<file path="src/rtl/rtc_bus_responder.sv">
// Responder for the multiplexed RTC parallel bus with a 16-byte BCD time/RAM register file.
// Define RTC_RESP_SYNC_EN to put a two-flop synchronizer ahead of the input stage.
module rtc_bus_responder #(
  parameter int unsigned TICK_DIV = 100_000_000
) (
  input  logic       clk,
  input  logic       reset,
  input  logic       cs,
  input  logic       wr,
  input  logic       rd,
  input  logic       ad,
  input  logic [7:0] dat_in,
  output logic [7:0] dat_out,
  output logic       dat_oe,
  output logic [7:0] addr_q,
  output logic       wr_done,
  output logic       prot_err
);

  localparam int               CNT_W    = $clog2(TICK_DIV);
  localparam logic [CNT_W-1:0] CNT_LAST = CNT_W'(TICK_DIV - 1);

  typedef enum logic [1:0] {IDLE, ADR, DWR, DRD} state_t;

  // Returns {carry, next}; values at or past the limit wrap to 0x00 with carry.
  function automatic logic [8:0] bcd_step(input logic [7:0] v, input logic [7:0] lim);
    if (v >= lim)
      return {1'b1, 8'h00};
    else if (v[3:0] >= 4'd9)
      return {1'b0, v[7:4] + 4'd1, 4'h0};
    else
      return {1'b0, v[7:4], v[3:0] + 4'd1};
  endfunction

  logic [11:0] bus_src;

`ifdef RTC_RESP_SYNC_EN
  logic [11:0] sync_a;
  logic [11:0] sync_b;

  always_ff @(posedge clk) begin
    sync_a <= {cs, wr, rd, ad, dat_in};
    sync_b <= sync_a;
  end

  assign bus_src = sync_b;
`else
  assign bus_src = {cs, wr, rd, ad, dat_in};
`endif

  // ---- stage S (p0) and its delayed copy D (p1) ----
  logic [11:0] bus_p0;
  logic [2:0]  ctl_p1;

  always_ff @(posedge clk) begin
    bus_p0 <= bus_src;
    ctl_p1 <= {bus_p0[11], bus_p0[10], bus_p0[8]};
  end

  logic       s_cs, s_wr, s_rd, s_ad;
  logic [7:0] s_dat;
  logic       d_cs, d_wr, d_ad;
  logic       wr_rise, cs_rise, ad_chg, bad_combo;

  assign {s_cs, s_wr, s_rd, s_ad, s_dat} = bus_p0;
  assign {d_cs, d_wr, d_ad}              = ctl_p1;

  assign wr_rise   = s_wr & ~d_wr;
  assign cs_rise   = s_cs & ~d_cs;
  assign ad_chg    = s_ad ^ d_ad;
  assign bad_combo = ~s_cs & ((~s_rd & ~s_ad) | (~s_wr & ~s_rd));

  // ---- access decode / FSM ----
  state_t state, state_nx;
  logic   armed, armed_nx;
  logic   err, addr_ld, wr_cmp, rd_act;

  // armed drops on reset or violation so a bus still held low is ignored until cs returns high.
  always_comb begin
    state_nx = state;
    armed_nx = armed | s_cs;
    err      = 1'b0;
    addr_ld  = 1'b0;
    wr_cmp   = 1'b0;
    rd_act   = 1'b0;
    if (state == IDLE) begin
      if (armed && bad_combo)
        err = 1'b1;
      else if (armed && !s_cs && !s_wr && !s_ad)
        state_nx = ADR;
      else if (armed && !s_cs && s_ad && !s_wr)
        state_nx = DWR;
      else if (armed && !s_cs && s_ad && !s_rd) begin
        state_nx = DRD;
        rd_act   = 1'b1;
      end
    end else if (bad_combo || (!s_cs && ad_chg)) begin
      err = 1'b1;
    end else begin
      case (state)
        ADR: if (wr_rise || cs_rise) begin
          addr_ld  = 1'b1;
          state_nx = IDLE;
        end
        DWR: if (wr_rise || cs_rise) begin
          wr_cmp   = 1'b1;
          state_nx = IDLE;
        end
        DRD: if (s_cs || s_rd)
          state_nx = IDLE;
        else
          rd_act = 1'b1;
        default: state_nx = IDLE;
      endcase
    end
    if (err) begin
      state_nx = IDLE;
      armed_nx = 1'b0;
    end
  end

  // ---- register file and timekeeping ----
  logic [7:0]       rf [16];
  logic [CNT_W-1:0] cnt;
  logic             addr_ok, rf_we, time_wr, tick;
  logic [7:0]       rd_data;
  logic [8:0]       sec_s, min_s, hr_s;

  assign addr_ok = (addr_q[7:4] == 4'h0);
  assign rf_we   = wr_cmp & addr_ok;
  assign time_wr = rf_we & (addr_q[3:0] < 4'd3);
  assign rd_data = addr_ok ? rf[addr_q[3:0]] : 8'h00;
  assign tick    = (cnt == CNT_LAST);
  assign sec_s   = bcd_step(rf[0], 8'h59);
  assign min_s   = bcd_step(rf[1], 8'h59);
  assign hr_s    = bcd_step(rf[2], 8'h23);

  always_ff @(posedge clk) begin
    if (reset) begin
      state    <= IDLE;
      armed    <= 1'b0;
      addr_q   <= 8'h00;
      dat_out  <= 8'h00;
      dat_oe   <= 1'b0;
      wr_done  <= 1'b0;
      prot_err <= 1'b0;
      cnt      <= '0;
      for (int i = 0; i < 16; i++)
        rf[i] <= 8'h00;
    end else begin
      state    <= state_nx;
      armed    <= armed_nx;
      dat_oe   <= rd_act;
      dat_out  <= rd_act ? rd_data : 8'h00;
      wr_done  <= rf_we;
      prot_err <= err;
      if (addr_ld)
        addr_q <= s_dat;
      // A host write to any time register discards the tick and restarts the prescaler.
      if (time_wr || tick)
        cnt <= '0;
      else
        cnt <= cnt + 1'b1;
      if (tick && !time_wr) begin
        rf[0] <= sec_s[7:0];
        if (sec_s[8])
          rf[1] <= min_s[7:0];
        if (sec_s[8] && min_s[8])
          rf[2] <= hr_s[7:0];
      end
      if (rf_we)
        rf[addr_q[3:0]] <= s_dat;
    end
  end

endmodule
</file>
<file path="config.mk">
export PLATFORM = sky130hd
export DESIGN_NAME = rtc_bus_responder
export DESIGN_NICKNAME = d
export VERILOG_FILES = /design/src/rtl/rtc_bus_responder.sv
export SDC_FILE = /design/constraint.sdc
export NUM_CORES = 1
export LEC_CHECK = 0
export ABC_AREA = 1
export CORE_ASPECT_RATIO = 2
export CORE_MARGIN = 1
export CORE_UTILIZATION = 60
export DETAILED_ROUTE_END_ITERATION = 12
export PLACE_DENSITY = 0.9
export SYNTH_ARGS = -nofsm -noshare
export SYNTH_HDL_FRONTEND = slang
export SYNTH_SLANG_ARGS = --single-unit
</file>
<file path="constraint.sdc">
create_clock -name clk -period 3.67 [get_ports clk]
set_clock_uncertainty 0.1 [all_clocks]
set_input_delay 0.367 -clock clk [delete_from_list [all_inputs] [get_ports clk]]
set_output_delay 0.367 -clock clk [all_outputs]
set_load 0.01 [all_outputs]
</file>
; ---- Word-level counts from Yosys, hierarchy flattened
; Memories as Yosys holds them, arrays and structs flattened. A register that Yosys moved wholly into a read port is not among the register bits.
; Cells that the tools add are included.
[op_classes]
addsub = 7
magnitude_cmp = 7
eq_ne = 9
muxes = 55
n_bitwise = 21
n_reduce_logical = 27
[ops]
columns = op, count
row1 = $mux W8, 8
row2 = $mux W1, 35
row3 = $add A27 B1 Y27 const B, 1
row4 = $eq A27 B27 Y1 const B, 1
row5 = $add A4 B1 Y4 const B, 6
row6 = $mux W9, 2
row7 = $ge A8 B7 Y1 const B, 2
row8 = $mux W2, 8
row9 = $ge A4 B4 Y1 const B, 3
row10 = $logic_and A1 B1 Y1, 10
row11 = $ge A8 B6 Y1 const B, 1
row12 = $not A1 Y1, 8
row13 = $reduce_or A8 Y1, 1
row14 = $and A1 B1 Y1, 7
row15 = $reduce_or A2 Y1, 3
row16 = $logic_not A1 Y1, 5
row17 = $or A1 B1 Y1, 5
row18 = $reduce_and A5 Y1, 1
row19 = $eq A2 B2 Y1 const B, 2
row20 = $logic_not A4 Y1, 1
row21 = $logic_or A1 B1 Y1, 4
row22 = $lt A4 B2 Y1 const B, 1
row23 = $mux W4, 1
row24 = $ne A2 B2 Y1 const B, 2
row25 = other kinds (8), 8
[word_totals]
register_bits = 56
ramBits = 128
in_bits = 14
output_inout_bits = 19
n_memories = 1
[mem_list]
columns = memory, depth, width, read_ports, rd_clocked_by_memory_dff, write_ports, line_no
row1 = rf, 16, 8, 4, 1, 16, 123  ; logic [7:0] rf [16];

; ---- Logic depth before layout (Yosys ltp)
[depth]
depth_word = 15
mapped_depth = 12

; ---- Worst setup path before layout
; Ideal clock, no wire load.
[synth_path]
path_kind = register -> register
from = memory rf[0][1]
to = memory rf[2][4] (enable)
setup_time_ns = 0.339
arrival_time_ns = 1.767
t_required_ns = 3.231
path_slack_ns = 1.463
path_stages_with_launch = 9
path_buffers = 0
cell_sequence = edfxtp_1 -> inv_1 -> ha_1 -> nor2_1 -> nand2_1 -> nand2_1 -> o21ai_1 -> nand4_1 -> a21oi_1
[synth_lines]
columns = element, line_no
row1 = "start, declared", 123

==> Implementation_results.wiki <==
{| class="wikitable"
! Metric !! Value
|-
| Status || complete, no violations
|-
| Maxcap violations || 0
|-
| Number of distinct standard cells referenced by the synthesized netlist || 36
|-
| Wirelength per Cell || 18.8 um
|-
| Placeable core area || 0.0144 mm2
|-
| Share of synthesized flip-flops with an asynchronous set or reset || 0
|-
| Clock H-tree levels || 4
|-
| DRT Pass-1 Iters || 6
|-
| Maximum clock frequency || 375 MHz
|-
| Starting Density || 0.614
|-
| Endpoints failing hold || 0
|-
| Most frequent cells in the layout || 203 x nand2_1, 191 x nor2_1, 128 x edfxtp_1
|-
| Synthesized net count || 977
|-
| TritonCTS Buffers || 17
|-
| Die width || 87.7 um
|-
| Maximum ir drop on the vdd rail || 414 uV
|-
| CP cell instances || inv_1, ha_1, nor2_1, nand2_1, nand2_1, o21ai_1, nand4_1, a21oi_1
|-
| Cell depth of the worst flop-to-flop path || 8
|-
| Initial DRC count || 717
|-
| Area growth, synth to finish || 12.1%
|-
| Critical Path AT || 2660 ps
|-
| CTS root buf || clkbuf_16
|-
| Clock Path Buffers || 2
|-
| Via count of the first global-routing pass || 6998
|-
| Tightest Pin Transition || 961 ps
|-
| Total Routing Usage GR || 0.312
|-
| Synthesis Warnings || 0
|-
| Via density || 5.97
|-
| CTS resizes || 0
|-
| Antenna Nets Post-Route || 0
|-
| Synthesized flop and latch total || 192
|-
| Postcts setup bufs || 0
|-
| Antenna diode count || 0
|-
| Worst Hold Path EP || bus_p0[8]
|-
| Post-route setup slack || 1010 ps
|-
| Maximum number of pins on one net before global-route repair || 38
|-
| Total number of vias || 7038
|-
| Setup TNS || 0 ps
|-
| Path category of the worst min-delay check || primary input to flip-flop
|-
| Number of core rows || 62
|-
| Final wirelength || 22100 um
|-
| Mean instance size in the synthesized netlist || 9.34 um2
|-
| Number of remaining DRC errors || 0
|-
| Number of pins exceeding their max-slew limit in the final report || 0
|-
| Worst-path cell with the longest stage delay || o21ai_1
|-
| Startpoint of the most critical register-to-register path || rf[0][1]
|-
| Setup-violating endpoint count in the final report || 0
|-
| Total Nets Final || 1007
|-
| Final Critical Period || 2660 ps
|-
| PnR Total Power || 4640 uW
|-
| Number of hold buffers added after CTS || 0
|-
| Gr ovfl total || 0
|-
| Leading cell type in the layout, fill and taps excluded || nand2_1
|-
| Final critical-path share of the clock period || 0.726
|-
| Clock tree from TritonCTS || yes
|-
| First-pass GRT wire length || 34900 um
|-
| Mapped Cells || 943
|-
| Initial antenna violation count || 0
|-
| Peak fanout along the critical path || 9
|-
| Endpoint kind of the worst setup timing path || flip-flop
|-
| Clock insertion delay at the later pin of the skew report || 440 ps
|-
| Slowest stage delay, CP || 560 ps
|-
| Total power divided by cell area || 470 mW/mm2
|-
| Number of cells on the worst hold path || 1
|-
| Hold Worst Slack || 264 ps
|-
| Die Y || 173 um
|-
| Die Area || 0.0152 mm2
|-
| Post-Route Utilization || 0.688
|-
| Setup repair after global routing missed its margin || no
|-
| Final HPWL DP || 15300 um
|-
| Crit-path most repeated cell || nand2_1
|-
| Leak || 0.00395 uW
|-
| Number of port buffers || 32
|-
| Number of clock sinks seen by CTS || 192
|-
| Launch instance of the worst min-delay path || ad
|-
| Final estimated routing congestion in global placement || 0.960
|-
| Relative max-transition margin || 0.357
|-
| CTS clock-pin slew for the worst setup and hold paths || 70 ps
|-
| Share of cells above drive strength 1 || 0.0730
|-
| Syn Std Cell Area || 0.00881 mm2
|-
| Pre-CTS setup slack || 863 ps
|-
| Count of flip-flops with a built-in enable after synthesis || 128
|-
| Commonest register cell after synthesis || edfxtp_1
|-
| Kind of critical path || flip-flop to flip-flop
|-
| Required time at the worst-slack endpoint || 3670 ps
|-
| Setup crit start kind || flip-flop
|-
| Reg-to-reg slack, setup || 1010 ps
|-
| Worst reg2reg endpoint || rf[2][5]
|-
| Count of boundary I/O pins || 33
|-
| Proportion of synthesized chip area in sequential cells || 0.582
|}
==> registers in the layout (all words and copies together) (netlist names) <==
register and count:
state 2, dat_out 8, addr_q 8, prot_err 1, ctl_p1 3, bus_p0 12, rf 128, cnt 27
armed 1, wr_done 1, dat_oe 1
==> cells in the mapped netlist, types with 15 or more instances <==
library cell,n,share of area
nor2_1,191,0.081
a21oi_1,21,0.012
edfxtp_1,128,0.44
nand3_1,25,0.014
dfxtp_1,64,0.15
a22oi_1,64,0.055
clkbuf_1,19,0.0081
nand2_1,203,0.087
nand4_1,15,0.011
ha_1,20,0.028
inv_1,72,0.031
o21ai_0,20,0.011
==> layout make-up <==
cell class                      count  area (um2)
Timing Repair Buffer               39         373
Sequential cell                   192        5120
Clock inverter                     14         144
Clock buffer                       18         429
Multi-Input combinational cell    648        3280
Inverter                           75         282
Fill cell                        1012        4480
Tap cell                          192         240
==> cell families (layout without fill, tap and decap cells) <==
group | count (synthesis) | in the layout | synth area share
buffers and inverters | 103 | 146 | 0.0458
DFF | 192 | 192 | 0.582
xor gates and xnor gates | 20 | 20 | 0.0199
and+or+nand+nor | 487 | 487 | 0.235
adders and majority gates | 20 | 20 | 0.0284
AOI/OAI and AO/OA | 121 | 121 | 0.0892
==> layer usage <==
metal | GRT usage | part of all wire | vias to the layer above | wire (um)
met2 | 0.562 | 0.54 | 386 | 12000
met3 | 0.0490 | 0.054 | 130 | 1200
li1 | - | - | 3238 | -
met4 | 0.211 | 0.073 | 0 | 1620
met5 | 0 | 0 | - | 0
met1 | 0.320 | 0.33 | 3284 | 7310
==> critical path, delay by kind of cell, from the launching register on <==
kind,cells,cell delay [ps]
adder cells (fa/ha/maj),1,140
buffers and inverters,1,110
AO/OA/AOI/OAI,2,980
flip-flops,1,440
AND/OR/NAND/NOR,4,550
==> per-stage QoR <==
step / instances / instance area (um2)
2_1_floorplan: 943 / 8810
3_3_place_gp: 1146 / 9300
3_5_place_dp: 1146 / 9300
4_1_cts: 1178 / 9870
5_1_grt: 1178 / 9870
6_report: 1178 / 9870
==> how the worst max path moves through the flow <==
stage | from | end | slack (ps) | cells past startpoint
after global placement | reset | rf[15][4] | 1010 | 7
final | rf[0][1] | rf[2][5] | 1010 | 8
after floorplan | rf[0][1] | rf[2][4] | 1460 | 8
after global routing | rf[0][1] | rf[2][6] | 750 | 8
after CTS | state[0] | rf[7][5] | 1020 | 9
after detailed placement | reset | rf[10][0] | 860 | 7
==> power by group <==
group,total [uW],switching (uW),leakage (uW),internal [uW]
Sequential,2430,57.4,0.00184,2380
Combinational,374,259,0.00184,115
Clock,1830,871,0.000276,960
Note: power is estimated with default switching activity, not from simulation.
